[config.mk]
export PLATFORM = sky130hd
export DESIGN_NAME = frame_reader_flat
export DESIGN_NICKNAME = d
export VERILOG_FILES = /design/src/rtl/video_pkg.sv /design/src/rtl/wshb_if.sv /design/src/rtl/frame_addr_gen.sv /design/src/rtl/frame_reader.sv /design/src/flat_wrapper.sv
export SDC_FILE = /design/constraint.sdc
export NUM_CORES = 1
export LEC_CHECK = 0
export BUFFER_PORTS_ARGS = -buffer_cell sky130_fd_sc_hd__buf_2
export CAP_MARGIN = 0
export CORE_MARGIN = 3
export CORE_UTILIZATION = 56
export CTS_BUF_LIST = sky130_fd_sc_hd__clkbuf_8
export CTS_CLUSTER_DIAMETER = 30
export DETAILED_ROUTE_END_ITERATION = 6
export GPL_TIMING_DRIVEN = 0
export PLACE_DENSITY = 0.85
export SYNTH_ARGS = -nofsm -noshare
export SYNTH_HDL_FRONTEND = slang
export SYNTH_SLANG_ARGS = --single-unit
[constraint.sdc]
create_clock -name sys_clk -period 6.6 [get_ports sys_clk]
set_clock_uncertainty 0.2 [all_clocks]
set_input_delay 0.99 -clock sys_clk [delete_from_list [all_inputs] [get_ports sys_clk]]
set_output_delay 0.99 -clock sys_clk [all_outputs]
set_load 0.01 [all_outputs]
[src/rtl/video_pkg.sv]
// Shared video constants and FSM state encoding for the frame reader.
//   HDISP_DEF / VDISP_DEF : default active pixels per line / lines per frame
//   PIX_W                 : width of one framebuffer pixel word
//   fr_state_t            : frame reader FSM states
package video_pkg;

  localparam int HDISP_DEF = 800;
  localparam int VDISP_DEF = 480;
  localparam int PIX_W     = 32;

  typedef enum logic {
    IDLE = 1'b0,
    REQ  = 1'b1
  } fr_state_t;

endpackage

[src/rtl/wshb_if.sv]
// Wishbone classic bus bundle.
//   master : drives cyc/stb/we/adr/sel/cti/bte/dat_ms, samples dat_sm/ack/err/rty
//   slave  : the mirror image
interface wshb_if #(
  parameter int DATA_BYTES = 4
);

  logic                    cyc;
  logic                    stb;
  logic                    we;
  logic [31:0]             adr;
  logic [DATA_BYTES-1:0]   sel;
  logic [2:0]              cti;
  logic [1:0]              bte;
  logic [8*DATA_BYTES-1:0] dat_ms;
  logic [8*DATA_BYTES-1:0] dat_sm;
  logic                    ack;
  logic                    err;
  logic                    rty;

  modport master (
    output cyc, stb, we, adr, sel, cti, bte, dat_ms,
    input  dat_sm, ack, err, rty
  );

  modport slave (
    input  cyc, stb, we, adr, sel, cti, bte, dat_ms,
    output dat_sm, ack, err, rty
  );

endinterface

[src/rtl/frame_addr_gen.sv]
// Pixel index and SDRAM byte address generator.
//   sys_clk, sys_rst : clock, async active-high reset
//   advance          : step to the next pixel (one pulse per accepted word)
//   p                : current pixel index, 0 .. HDISP*VDISP-1
//   adr              : BASE_ADDR + 4*p, wraps modulo 2^32
//   last_pix         : p is the final pixel of the frame
module frame_addr_gen
  import video_pkg::*;
#(
  parameter int          HDISP     = HDISP_DEF,
  parameter int          VDISP     = VDISP_DEF,
  parameter logic [31:0] BASE_ADDR = 32'h0,
  localparam int         NPIX      = HDISP * VDISP,
  localparam int         PW        = (NPIX > 1) ? $clog2(NPIX) : 1
) (
  input  logic          sys_clk,
  input  logic          sys_rst,
  input  logic          advance,
  output logic [PW-1:0] p,
  output logic [31:0]   adr,
  output logic          last_pix
);

  localparam logic [PW-1:0] P_LAST = PW'(NPIX - 1);

  assign last_pix = (p == P_LAST);

  // The address is kept as its own register and stepped by 4 rather than
  // derived from p, so the bus address comes straight from a flop.
  always_ff @(posedge sys_clk or posedge sys_rst) begin
    if (sys_rst) begin
      p   <= '0;
      adr <= BASE_ADDR;
    end else if (advance) begin
      if (last_pix) begin
        p   <= '0;
        adr <= BASE_ADDR;
      end else begin
        p   <= p + PW'(1);
        adr <= adr + 32'd4;
      end
    end
  end

endmodule

[src/rtl/frame_reader.sv]
// Sequential framebuffer reader: fetches one 32-bit pixel word per Wishbone
// classic read and pushes it into the downstream pixel FIFO.
//   sys_clk, sys_rst : clock, async active-high reset
//   enable           : allows new reads to start
//   wshb_ifm         : Wishbone classic read master to SDRAM
//   fifo_wdata       : pixel word to FIFO
//   fifo_write       : one-cycle FIFO write strobe
//   fifo_wfull       : FIFO full, blocks new reads
//   frame_start      : pulses with the first stb cycle of the read of pixel 0
//
// state | meaning
// ------+-----------------------------------------------------------
// IDLE  | no bus cycle; start a read when enabled and FIFO not full
// REQ   | stb/cyc held with a stable address until ack, err or rty
module frame_reader
  import video_pkg::*;
#(
  parameter int          HDISP     = HDISP_DEF,
  parameter int          VDISP     = VDISP_DEF,
  parameter logic [31:0] BASE_ADDR = 32'h0,
  localparam int         NPIX      = HDISP * VDISP,
  localparam int         PW        = (NPIX > 1) ? $clog2(NPIX) : 1
) (
  input  logic             sys_clk,
  input  logic             sys_rst,
  input  logic             enable,
  wshb_if.master           wshb_ifm,
  output logic [PIX_W-1:0] fifo_wdata,
  output logic             fifo_write,
  input  logic             fifo_wfull,
  output logic             frame_start
);

  fr_state_t     state;
  logic          stb_q;
  logic          armed;
  logic          frame_head;
  logic          advance;
  logic          last_pix;
  logic [PW-1:0] pix_idx;
  logic [31:0]   pix_adr;

  assign advance = (state == REQ) && wshb_ifm.ack;

  frame_addr_gen #(
    .HDISP     (HDISP),
    .VDISP     (VDISP),
    .BASE_ADDR (BASE_ADDR)
  ) u_addr_gen (
    .sys_clk  (sys_clk),
    .sys_rst  (sys_rst),
    .advance  (advance),
    .p        (pix_idx),
    .adr      (pix_adr),
    .last_pix (last_pix)
  );

  assign wshb_ifm.cyc    = stb_q;
  assign wshb_ifm.stb    = stb_q;
  assign wshb_ifm.we     = 1'b0;
  assign wshb_ifm.adr    = pix_adr;
  assign wshb_ifm.sel    = '1;
  assign wshb_ifm.cti    = 3'b000;
  assign wshb_ifm.bte    = 2'b00;
  assign wshb_ifm.dat_ms = '0;

  // armed holds off the first request by one cycle after reset release.
  // frame_head marks that the next fresh read is pixel 0; it is cleared as
  // soon as that read is issued, so a retry of pixel 0 does not pulse again.
  always_ff @(posedge sys_clk or posedge sys_rst) begin
    if (sys_rst) begin
      state       <= IDLE;
      stb_q       <= 1'b0;
      armed       <= 1'b0;
      frame_head  <= 1'b1;
      fifo_write  <= 1'b0;
      fifo_wdata  <= '0;
      frame_start <= 1'b0;
    end else begin
      armed       <= 1'b1;
      fifo_write  <= 1'b0;
      frame_start <= 1'b0;
      case (state)
        IDLE: begin
          if (armed && enable && !fifo_wfull) begin
            state       <= REQ;
            stb_q       <= 1'b1;
            frame_start <= frame_head;
            frame_head  <= 1'b0;
          end
        end
        REQ: begin
          if (wshb_ifm.ack) begin
            state      <= IDLE;
            stb_q      <= 1'b0;
            fifo_write <= 1'b1;
            fifo_wdata <= wshb_ifm.dat_sm;
            frame_head <= last_pix;
          end else if (wshb_ifm.err || wshb_ifm.rty) begin
            state <= IDLE;
            stb_q <= 1'b0;
          end
        end
        default: begin
          state <= IDLE;
          stb_q <= 1'b0;
        end
      endcase
    end
  end

endmodule

[src/flat_wrapper.sv]
// flat-port wrapper written by rule: the top's interface ports become plain ports
module frame_reader_flat import video_pkg::*;
#(
  parameter int          HDISP     = HDISP_DEF,
  parameter int          VDISP     = VDISP_DEF,
  parameter logic [31:0] BASE_ADDR = 32'h0,
  localparam int         NPIX      = HDISP * VDISP,
  localparam int         PW        = (NPIX > 1) ? $clog2(NPIX) : 1
)
  (sys_clk, sys_rst, enable, fifo_wdata, fifo_write, fifo_wfull, frame_start, wshb_ifm_cyc, wshb_ifm_stb, wshb_ifm_we, wshb_ifm_adr, wshb_ifm_sel, wshb_ifm_cti, wshb_ifm_bte, wshb_ifm_dat_ms, wshb_ifm_dat_sm, wshb_ifm_ack, wshb_ifm_err, wshb_ifm_rty);
  wshb_if #(.DATA_BYTES(4)) wshb_ifm_i ();
  input  logic sys_clk;
  input  logic sys_rst;
  input  logic enable;
  output logic [PIX_W-1:0] fifo_wdata;
  output logic fifo_write;
  input  logic fifo_wfull;
  output logic frame_start;
  output wire logic [$bits(wshb_ifm_i.cyc)-1:0] wshb_ifm_cyc;
  output wire logic [$bits(wshb_ifm_i.stb)-1:0] wshb_ifm_stb;
  output wire logic [$bits(wshb_ifm_i.we)-1:0] wshb_ifm_we;
  output wire logic [$bits(wshb_ifm_i.adr)-1:0] wshb_ifm_adr;
  output wire logic [$bits(wshb_ifm_i.sel)-1:0] wshb_ifm_sel;
  output wire logic [$bits(wshb_ifm_i.cti)-1:0] wshb_ifm_cti;
  output wire logic [$bits(wshb_ifm_i.bte)-1:0] wshb_ifm_bte;
  output wire logic [$bits(wshb_ifm_i.dat_ms)-1:0] wshb_ifm_dat_ms;
  input wire logic [$bits(wshb_ifm_i.dat_sm)-1:0] wshb_ifm_dat_sm;
  input wire logic [$bits(wshb_ifm_i.ack)-1:0] wshb_ifm_ack;
  input wire logic [$bits(wshb_ifm_i.err)-1:0] wshb_ifm_err;
  input wire logic [$bits(wshb_ifm_i.rty)-1:0] wshb_ifm_rty;
  assign wshb_ifm_cyc = wshb_ifm_i.cyc;
  assign wshb_ifm_stb = wshb_ifm_i.stb;
  assign wshb_ifm_we = wshb_ifm_i.we;
  assign wshb_ifm_adr = wshb_ifm_i.adr;
  assign wshb_ifm_sel = wshb_ifm_i.sel;
  assign wshb_ifm_cti = wshb_ifm_i.cti;
  assign wshb_ifm_bte = wshb_ifm_i.bte;
  assign wshb_ifm_dat_ms = wshb_ifm_i.dat_ms;
  assign wshb_ifm_i.dat_sm = wshb_ifm_dat_sm;
  assign wshb_ifm_i.ack = wshb_ifm_ack;
  assign wshb_ifm_i.err = wshb_ifm_err;
  assign wshb_ifm_i.rty = wshb_ifm_rty;
  frame_reader #(.HDISP(HDISP), .VDISP(VDISP), .BASE_ADDR(BASE_ADDR)) u_core (.sys_clk(sys_clk), .sys_rst(sys_rst), .enable(enable), .wshb_ifm(wshb_ifm_i), .fifo_wdata(fifo_wdata), .fifo_write(fifo_write), .fifo_wfull(fifo_wfull), .frame_start(frame_start));
endmodule
==> impl_metrics.tcl, run 1 <==
set metrics [dict create \
    status "complete, no violations" \
    drv_slew 0 \
    post_synthesis_instance_total 457 \
    layout-drive-gt1-share_pct 29.0 \
    synthesis.area_per_instance_um2 9.33 \
    post_cts_resize_count 0 \
    vdd.ir_drop.worst_uv 162 \
    clk_transition_reported_paths_ns 0.10 \
    critical_path_start_type "primary input" \
    tritoncts "built" \
    p_leak_nw 2.83 \
    detail_route.wirelength_mm 9.86 \
    place.port_buffers 104 \
    placed_cells 704 \
    final-setup-viol-count 0 \
    grt-ovfl-total 0 \
    worst_skew_pair.late_latency_ns 0.35 \
    yosys_most_used_dff "sky130_fd_sc_hd__dfrtp_1" \
    die_h_um 93.2 \
    crit_fanout 10 \
    detailedPlacementHpwl_mm 7.28 \
    deepest_clock_path_buffer_count 2 \
    die_w_um 93.2 \
    timing.final.crit_share_pct 38.3 \
    r2r.worst_path.cells 7 \
    cts_root_buffer "sky130_fd_sc_hd__clkbuf_8" \
    yosysMostFrequentCell "sky130_fd_sc_hd__nand2_1" \
    synth_commonest_cells "sky130_fd_sc_hd__nand2_1, sky130_fd_sc_hd__dfrtp_1, sky130_fd_sc_hd__buf_4" \
    setup_cp_type "primary input to flop" \
    power.density_cell_area_nw_per_um2 232 \
    antenna_left 0 \
    setup-tns-final_ns 0 \
    hold_viol 0 \
    grt_max_degree 46 \
    slew_headroom_pct 63.7 \
    grt_pass1_vias 3676 \
    postCtsHoldBufs 0 \
    io_pins 149 \
    ys_ff_latch 87 \
    via_count 3734 \
    antenna-diode-count 0 \
    synth-edff-count 0 \
    worst-slew-pin-transition_ns 0.545 \
    fp.dieArea_um2 8690 \
    syn2layout_area_growth_pct 24.1 \
    routedWlPerCell_um 13.7 \
    number_of_antenna_violations_at_the_first_check_in_global_routing 0 \
    drcViolationCount 0 \
    unique_masters_post_synth 43 \
    dominant_cell_type_by_area_after_synthesis "sky130_fd_sc_hd__dfrtp_1" \
    violation_count_after_the_first_detailed_routing_iteration 217 \
    place.gp.congestion 0.856 \
    worst_hold_path_type "flop to flop" \
    crit_arrival_ns 2.55 \
    start_util_pct 58.1 \
    via_count_normalized_by_instance_count 5.19 \
    worst_setup_path_end_kind "flop" \
    cap_viol_max_count 0 \
    cts-buffers-inserted 9 \
    timing.critical_path.required_ns 6.62 \
    htreeDepth 3 \
    synth_seq_area_share_pct 51.1 \
    final.min_clock_period_ns 2.53 \
    detailedRoute.firstPassIterationCount 4 \
    post-cts-setup-buffers 0 \
    yosys_warnings 0 \
    core_area_um2 7330 \
    gr-usage-all-layers_pct 23.7 \
    synth.cell_area_um2 4260 \
    rows 31 \
    final-instance-count-excl-fill 720 \
    layout.nets 657 \
    ys_async_sr_fraction_pct 100 \
    synth_top_cell_area_share_pct 50.5 \
    wire_length_of_the_first_global_routing_pass_mm 16.6 \
    cts_sinks 87 \
    rsz0062_at_grt "no" \
    clock.fmax_mhz 396 \
    hold_depth 2 \
    yosys-top-cells-area "sky130_fd_sc_hd__dfrtp_1, sky130_fd_sc_hd__nand2_1, sky130_fd_sc_hd__buf_4" \
]
layout make-up:
cell class                 count  area, um2
sequential                    87       2180
fill                         553       2040
multi-input combinational    347       1820
timing repair buffer         105        548
buffer                        62        407
clock buffer                   9        124
tap                           99        124
clock inverter                 7       66.3
inverter                       4       17.5
layer usage:
metal | wire [um] | track usage (%) | share of wire, %
met1 | 4170 | 31.4 | 42
met2 | 4810 | 38.6 | 49
met3 | 746 | 5.55 | 7.6
met4 | 138 | 8.06 | 1.4
met5 | 0 | 0 | 0
cell families after synthesis:
family,after synthesis,share of synthesized area (%)
AOI/OAI and AO/OA,56,8.13
xor gates and xnor gates,21,4.31
and+or+nand+nor,223,25.8
buffers and inverters,66,9.89
adders and majority gates,2,0.587
DFF,87,51.1
other,2,0.176
worst paths after layout:
check                                      start                        end  slack [ns]
hold reg to reg            u_core.fifo_wdata[23]      u_core.fifo_wdata[23]        0.28
max in group asynchronous                sys_rst  u_core.u_addr_gen.adr[13]        5.09
min in group asynchronous                sys_rst      u_core.fifo_wdata[23]        0.49
hold / removal             u_core.fifo_wdata[23]      u_core.fifo_wdata[23]        0.28
setup / recovery                    wshb_ifm_ack  u_core.u_addr_gen.adr[29]        4.07
setup reg to reg                    u_core.state  u_core.u_addr_gen.adr[29]        4.36
critical path, cell delays in order:
cell	delay, ns
sky130_fd_sc_hd__buf_2	0.18
sky130_fd_sc_hd__nand2_2	0.12
sky130_fd_sc_hd__inv_2	0.18
sky130_fd_sc_hd__nand4_1	0.17
sky130_fd_sc_hd__buf_2	0.23
sky130_fd_sc_hd__clkbuf_1	0.27
sky130_fd_sc_hd__o31ai_1	0.31
sky130_fd_sc_hd__a21oi_1	0.09
power by group:
part,internal (mW),total [mW],switching [mW]
sequential,0.594,0.644,0.0499
combinational,0.0999,0.224,0.124
clock,0.172,0.360,0.188
flip-flops by register name, indices dropped and copies added, names as in the netlist:
signal                 cells
u_core.frame_start         1
u_core.fifo_wdata         32
u_core.u_addr_gen.p       19
u_core.fifo_write          1
u_core.armed               1
u_core.wshb_ifm.cyc        1
u_core.u_addr_gen.adr     30
u_core.frame_head          1
u_core.state               1
stage by stage:
step	hold slack (ns)	util (%)	worst slack (ns)	total power [mW]	area (um2)
after detailed placement	0.260	69.6	3.71	0.877	5100
after floorplan	0.245	-	3.16	0.777	4420
final	0.277	72.1	4.07	1.23	5290
after CTS	0.282	72.1	4.10	1.24	5290
after global placement	0.252	69.1	2.20	0.865	5070
after global routing	0.310	72.1	3.93	1.30	5290
cells in the final DEF (no fill, tap or decap), types with 2 or more instances in the layout:
| cell | count |
|---|---|
| sky130_fd_sc_hd__ha_1 | 2 |
| sky130_fd_sc_hd__or3_1 | 7 |
| sky130_fd_sc_hd__conb_1 | 45 |
| sky130_fd_sc_hd__o21ai_0 | 10 |
| sky130_fd_sc_hd__clkinvlp_4 | 2 |
| sky130_fd_sc_hd__xnor2_1 | 9 |
| sky130_fd_sc_hd__xor2_1 | 12 |
| sky130_fd_sc_hd__and2_1 | 4 |
| sky130_fd_sc_hd__buf_1 | 3 |
| sky130_fd_sc_hd__nor4_1 | 2 |
| sky130_fd_sc_hd__o31ai_1 | 14 |
| sky130_fd_sc_hd__inv_1 | 4 |
| sky130_fd_sc_hd__a31oi_1 | 2 |
| sky130_fd_sc_hd__buf_2 | 108 |
| sky130_fd_sc_hd__nor3_1 | 4 |
| sky130_fd_sc_hd__clkbuf_1 | 10 |
| sky130_fd_sc_hd__nand3_1 | 13 |
| sky130_fd_sc_hd__a21oi_1 | 22 |
| sky130_fd_sc_hd__a22o_1 | 2 |
| sky130_fd_sc_hd__nand2_1 | 117 |
| sky130_fd_sc_hd__and3_1 | 8 |
| sky130_fd_sc_hd__or4_1 | 15 |
| sky130_fd_sc_hd__buf_4 | 45 |
| sky130_fd_sc_hd__and4_1 | 5 |
| sky130_fd_sc_hd__nor2_1 | 20 |
| sky130_fd_sc_hd__clkbuf_8 | 9 |
| sky130_fd_sc_hd__dfrtp_1 | 86 |
| sky130_fd_sc_hd__nand4_1 | 18 |
| sky130_fd_sc_hd__and4_2 | 2 |
Power figures use the tool's default switching activity.
==> run 2, diff against run 1 <==
CORE_UTILIZATION = 47   (was 56)
PLACE_DENSITY = 0.76   (was 0.85)
clock period = 2.14 ns   (was 6.6 ns; I/O delays follow)
==> impl_metrics.tcl, run 2 (synthesis results as in run 1) <==
set metrics [dict create \
    fp.dieArea_um2 10200 \
    place.port_buffers 104 \
    crit_arrival_ns 2.15 \
    r2r_slack_ns 0.06 \
    seq_power_share_pct 49.2 \
    die_w_um 101 \
    antenna-diode-count 0 \
    vdd.ir_drop.worst_uv 525 \
    hold-path-endpoint "u_core.state" \
    grt-ovfl-total 0 \
    top_regs "u_core.fifo_wdata: 32 flops, u_core.u_addr_gen.adr: 30 flops, u_core.u_addr_gen.p: 19 flops" \
    worst_setup_slack_after_layout_ns 0.0626 \
    drcViolationCount 0 \
    place.gp.congestion 0.857 \
    num-fill-cells 704 \
    die_h_um 101 \
    final.min_clock_period_ns 2.08 \
    top_register "u_core.fifo_wdata" \
    met2_wirelength_mm 5.13 \
    hold_viol 0 \
    highest-signal-layer "met4" \
    layout-drive-gt1-share_pct 31.6 \
    met1Wirelength_mm 4.59 \
    htreeDepth 3 \
    placement.cell_area_um2 5120 \
    syn2layout_area_growth_pct 36.0 \
    final-setup-viol-count 0 \
    number_of_antenna_violations_at_the_first_check_in_global_routing 0 \
    netSwitchingPower_mw 1.17 \
    grt_max_degree 43 \
    worst_skew_pair.late_latency_ns 0.35 \
    grt_pass1_vias 3704 \
    via_count_normalized_by_instance_count 5.10 \
    setup_cp_type "flop to flop" \
    regToRegEndpoint "u_core.u_addr_gen.adr[24]" \
    timing.final.crit_share_pct 97.1 \
    final_util_pct 66.2 \
    cts_root_buffer "sky130_fd_sc_hd__clkbuf_8" \
    cts_sinks 87 \
    worst_hold_path_type "primary input to flop" \
    rows 34 \
    worst_setup_path_end_kind "flop" \
    timing.critical_path.required_ns 2.21 \
    crit-reg2reg-launch "u_core.u_addr_gen.adr[2]" \
    hp-start "wshb_ifm_rty" \
    max_ffs_per_register 32 \
    gr-usage-all-layers_pct 21.1 \
    clk_transition_reported_paths_ns 0.09 \
    layout.nets 698 \
    tritoncts "built" \
    via_count 3930 \
    met3_wirelength_um 941 \
    power.switching_fraction_pct 28.9 \
    clock.fmax_mhz 481 \
    detailedRoute.firstPassIterationCount 4 \
    power.clock.fraction_pct 31.1 \
    design_area_um2 5800 \
    status "complete, no violations" \
    critical_path_start_type "flop" \
    p_leak_nw 3.03 \
    start_util_pct 48.6 \
    antenna_left 0 \
    detail_route.wirelength_mm 10.9 \
    io_pins 149 \
    violation_count_after_the_first_detailed_routing_iteration 162 \
    power.density_cell_area_nw_per_um2 697 \
    hold_depth 3 \
    cts-buffers-inserted 9 \
    layout_common_cells "sky130_fd_sc_hd__nand2_1, sky130_fd_sc_hd__buf_2, sky130_fd_sc_hd__dfrtp_1" \
    wire_length_of_the_first_global_routing_pass_mm 17.6 \
    dpl_worst_slack_ns -0.0740 \
    detailedPlacementHpwl_mm 7.23 \
    deepest_clock_path_buffer_count 2 \
    cap_viol_max_count 0 \
    routedWlPerCell_um 14.1 \
    drv_slew 0 \
    layout_commonest_cell "sky130_fd_sc_hd__nand2_1" \
    r2r.worst_path.cells 5 \
    crit_fanout 5 \
    core_area_um2 8760 \
    combinationalPowerShare_pct 19.7 \
    rsz0062_at_grt "yes" \
    power_report.internal_total_mw 2.88 \
]
-- run 2: worst max-delay path: stages, from the launching register on --
cell	delay, ns
sky130_fd_sc_hd__dfrtp_1	0.42
sky130_fd_sc_hd__ha_4	0.18
sky130_fd_sc_hd__nand4_4	0.12
sky130_fd_sc_hd__or4b_4	0.55
sky130_fd_sc_hd__or3_1	0.36
sky130_fd_sc_hd__a21oi_1	0.17
-- run 2: what timing repair did --
item | CTS | global route
endpoints found under the setup margin | 21 | 47
hold buffers | 33 | 0
buffers inserted | 2 | 5
resized for setup | 5 | 28
pin swaps | 0 | 1
endpoints found under the hold margin | 48 | 0
-- run 2: per-stage QoR --
stage	cells	total power, mW	hold WS [ns]	setup TNS [ns]
2_1_floorplan	500	2.40	0.226	0
3_3_place_gp	712	2.68	0.252	-0.203
3_5_place_dp	714	2.70	0.159	-0.848
4_1_cts	765	4.02	0.117	0
5_1_grt	770	4.25	0.125	-0.0454
6_report	770	4.04	0.132	0
-- run 2: power groups by stage --
| stage | Clock [mW] | Sequential (mW) | Combinational, mW |
|---|---|---|---|
| 3_3_place_gp | 0 | 2.00 | 0.675 |
| 6_report | 1.26 | 1.99 | 0.797 |
| 3_5_place_dp | 0 | 2.00 | 0.700 |
| 2_1_floorplan | 0 | 2.07 | 0.330 |
| 5_1_grt | 1.34 | 2.02 | 0.889 |
| 4_1_cts | 1.28 | 1.97 | 0.774 |
-- run 2: cell type report --
cell class / count / area, um2 / share of cell area (%)
Tap cell: 108 / 135 / 2.33
Clock inverter: 7 / 95.1 / 1.64
Clock buffer: 9 / 124 / 2.14
Sequential cell: 87 / 2190 / 37.7
Timing Repair Buffer: 146 / 943 / 16.3
Inverter: 4 / 21.3 / 0.367
Multi-Input combinational cell: 347 / 1870 / 32.2
Buffer: 62 / 425 / 7.34
-- run 2: worst max-delay path by stage --
| stage | from | end |
|---|---|---|
| after floorplan | u_core.u_addr_gen.adr[2] | u_core.u_addr_gen.adr[24] |
| final | u_core.u_addr_gen.adr[2] | u_core.u_addr_gen.adr[24] |
| after global placement | wshb_ifm_ack | u_core.u_addr_gen.adr[19] |
| after CTS | u_core.u_addr_gen.adr[3] | u_core.u_addr_gen.adr[24] |
| after detailed placement | u_core.state | u_core.u_addr_gen.adr[21] |
| after global routing | u_core.u_addr_gen.adr[2] | u_core.u_addr_gen.adr[24] |
-- run 2: metal layers --
metal | track usage (%) | up-vias
li1 | - | 1890
met4 | 7.77 | 0
met3 | 5.79 | 19
met1 | 27.7 | 1841
met2 | 33.6 | 180
met5 | 0 | -
==> run 3, diff against run 2 <==
BUFFER_PORTS_ARGS = default   (was -buffer_cell sky130_fd_sc_hd__buf_2)
CORE_UTILIZATION = 59   (was 47)
DONT_BUFFER_PORTS = 1   (was default)
PLACE_DENSITY = 0.75   (was 0.76)
==> impl_metrics.tcl, run 3 (synthesis results as in run 1) <==
set metrics [dict create \
    cts_root_buffer "sky130_fd_sc_hd__clkbuf_8" \
    finalHoldWorstSlack_ns 0.0479 \
    gr-usage-all-layers_pct 24.6 \
    hold_depth 2 \
    setup_cp_type "flop to flop" \
    violation_count_after_the_first_detailed_routing_iteration 196 \
    power.density_cell_area_nw_per_um2 696 \
    final-setup-viol-count 0 \
    syn2layout_area_growth_pct 21.6 \
    timing.critical_path.required_ns 2.22 \
    drv_slew 0 \
    cap_viol_max_count 0 \
    start_util_pct 61.7 \
    grt_pass1_vias 3344 \
    wire_length_of_the_first_global_routing_pass_mm 16.5 \
    worst_hold_path_type "primary input to flop" \
    clk_transition_reported_paths_ns 0.09 \
    num-fill-cells 475 \
    antenna_left 0 \
    cts-buffers-inserted 9 \
    worst-slew-pin-transition_ns 0.502 \
    layout_common_cells "sky130_fd_sc_hd__nand2_1, sky130_fd_sc_hd__dfrtp_1, sky130_fd_sc_hd__buf_4" \
    place.gp.congestion 0.878 \
    crit_fanout 5 \
    design_power_total_mw 3.61 \
    r2r_slack_ns 0.03 \
    cts_sinks 87 \
    place.port_buffers 0 \
    via_count_normalized_by_instance_count 5.47 \
    final.min_clock_period_ns 2.11 \
    hold_viol 0 \
    core_area_um2 6910 \
    worst_setup_slack_after_layout_ns 0.0258 \
    p_leak_nw 2.48 \
    via_count 3545 \
    timing.final.crit_share_pct 98.8 \
    status "complete, no violations" \
    max_ffs_per_register 32 \
    rsz0062_at_grt "yes" \
    layout.nets 589 \
    crit_arrival_ns 2.19 \
    critical_path_start_type "flop" \
    antenna-diode-count 0 \
    routedWlPerCell_um 16.0 \
    dpl_worst_slack_ns -0.123 \
    number_of_antenna_violations_at_the_first_check_in_global_routing 0 \
    worst_skew_pair.late_latency_ns 0.34 \
    drcViolationCount 0 \
    layout_commonest_cell "sky130_fd_sc_hd__nand2_1" \
    rows 30 \
    fp.dieArea_um2 8280 \
    die_w_um 91 \
    crit-reg2reg-launch "u_core.u_addr_gen.adr[2]" \
    detail_route.wirelength_mm 10.3 \
    clock.fmax_mhz 473 \
    slew_headroom_pct 66.5 \
    tritoncts "built" \
    top_regs "u_core.fifo_wdata: 32 flops, u_core.u_addr_gen.adr: 30 flops, u_core.u_addr_gen.p: 19 flops" \
    top_register "u_core.fifo_wdata" \
    detailedRoute.firstPassIterationCount 4 \
    grt_max_degree 36 \
    htreeDepth 3 \
    deepest_clock_path_buffer_count 2 \
    critical_path.startpoint "u_core.u_addr_gen.adr[2]" \
    r2r.worst_path.cells 5 \
    die_h_um 91 \
    worst_setup_path_end_kind "flop" \
    cp-endpoint "u_core.u_addr_gen.adr[24]" \
    regToRegEndpoint "u_core.u_addr_gen.adr[24]" \
    vdd.ir_drop.worst_uv 525 \
    io_pins 149 \
    layout-drive-gt1-share_pct 19.2 \
    grt-ovfl-total 0 \
    detailedPlacementHpwl_mm 6.93 \
]
## run 3: worst min-delay path by stage
stage / start / end / slack (ns)
after floorplan: wshb_ifm_dat_sm[0] / u_core.fifo_wdata[0] / 0.23
after global placement: wshb_ifm_dat_sm[12] / u_core.fifo_wdata[12] / 0.23
after detailed placement: sys_rst / u_core.fifo_wdata[6] / 0.006
after CTS: wshb_ifm_err / u_core.state / 0.04
after global routing: wshb_ifm_err / u_core.state / 0.04
final: wshb_ifm_err / u_core.state / 0.05
## run 3: through the flow
step | TNS, ns | cell area, um2 | std cells | util [%]
6_report | 0 | 5180 | 648 | 75.0
2_1_floorplan | 0 | 4430 | 500 | -
3_3_place_gp | -0.472 | 4550 | 596 | 65.9
3_5_place_dp | -1.07 | 4590 | 598 | 66.4
4_1_cts | -0.0158 | 5120 | 646 | 74.2
5_1_grt | -0.261 | 5180 | 648 | 75.0
## run 3: cell type report
class                      count  area (um2)  area share [%]
multi-input combinational    347        1850            35.8
clock buffer                  10         138            2.66
clock inverter                 5        36.3           0.700
inverter                       4        21.3           0.410
buffer                        62         430            8.31
tap                           96         120            2.32
sequential                    87        2200            42.4
timing repair buffer          37         385            7.44
## run 3: worst max-delay path, stage by stage, from the launching register on
cell and delay (ns):
sky130_fd_sc_hd__dfrtp_2 0.46, sky130_fd_sc_hd__ha_4 0.17, sky130_fd_sc_hd__nand4_2 0.15, sky130_fd_sc_hd__or4b_4 0.57, sky130_fd_sc_hd__or3_1 0.35, sky130_fd_sc_hd__a21oi_1 0.14
## run 3: routing by layer
metal	up-vias	GRT usage (%)	share of wire [%]
met4	0	7.79	2.0
met2	170	39.5	48
li1	1674	-	-
met3	16	9.11	10
met5	-	0	0
met1	1685	30.9	40
## run 3: timing repair
action / in CTS / in global routing
hold buffers: 33 / 0
hold endpoints to repair: 83 / 0
pin swaps: 0 / 1
buffers inserted: 0 / 2
setup endpoints to repair: 26 / 51
resized for setup: 17 / 25
## run 3: power breakdown
part | total, mW | internal (mW) | switching (mW)
logic | 0.468 | 0.228 | 0.240
clock network | 1.02 | 0.447 | 0.573
registers | 2.12 | 1.84 | 0.284
total | 3.61 | 2.51 | 1.10
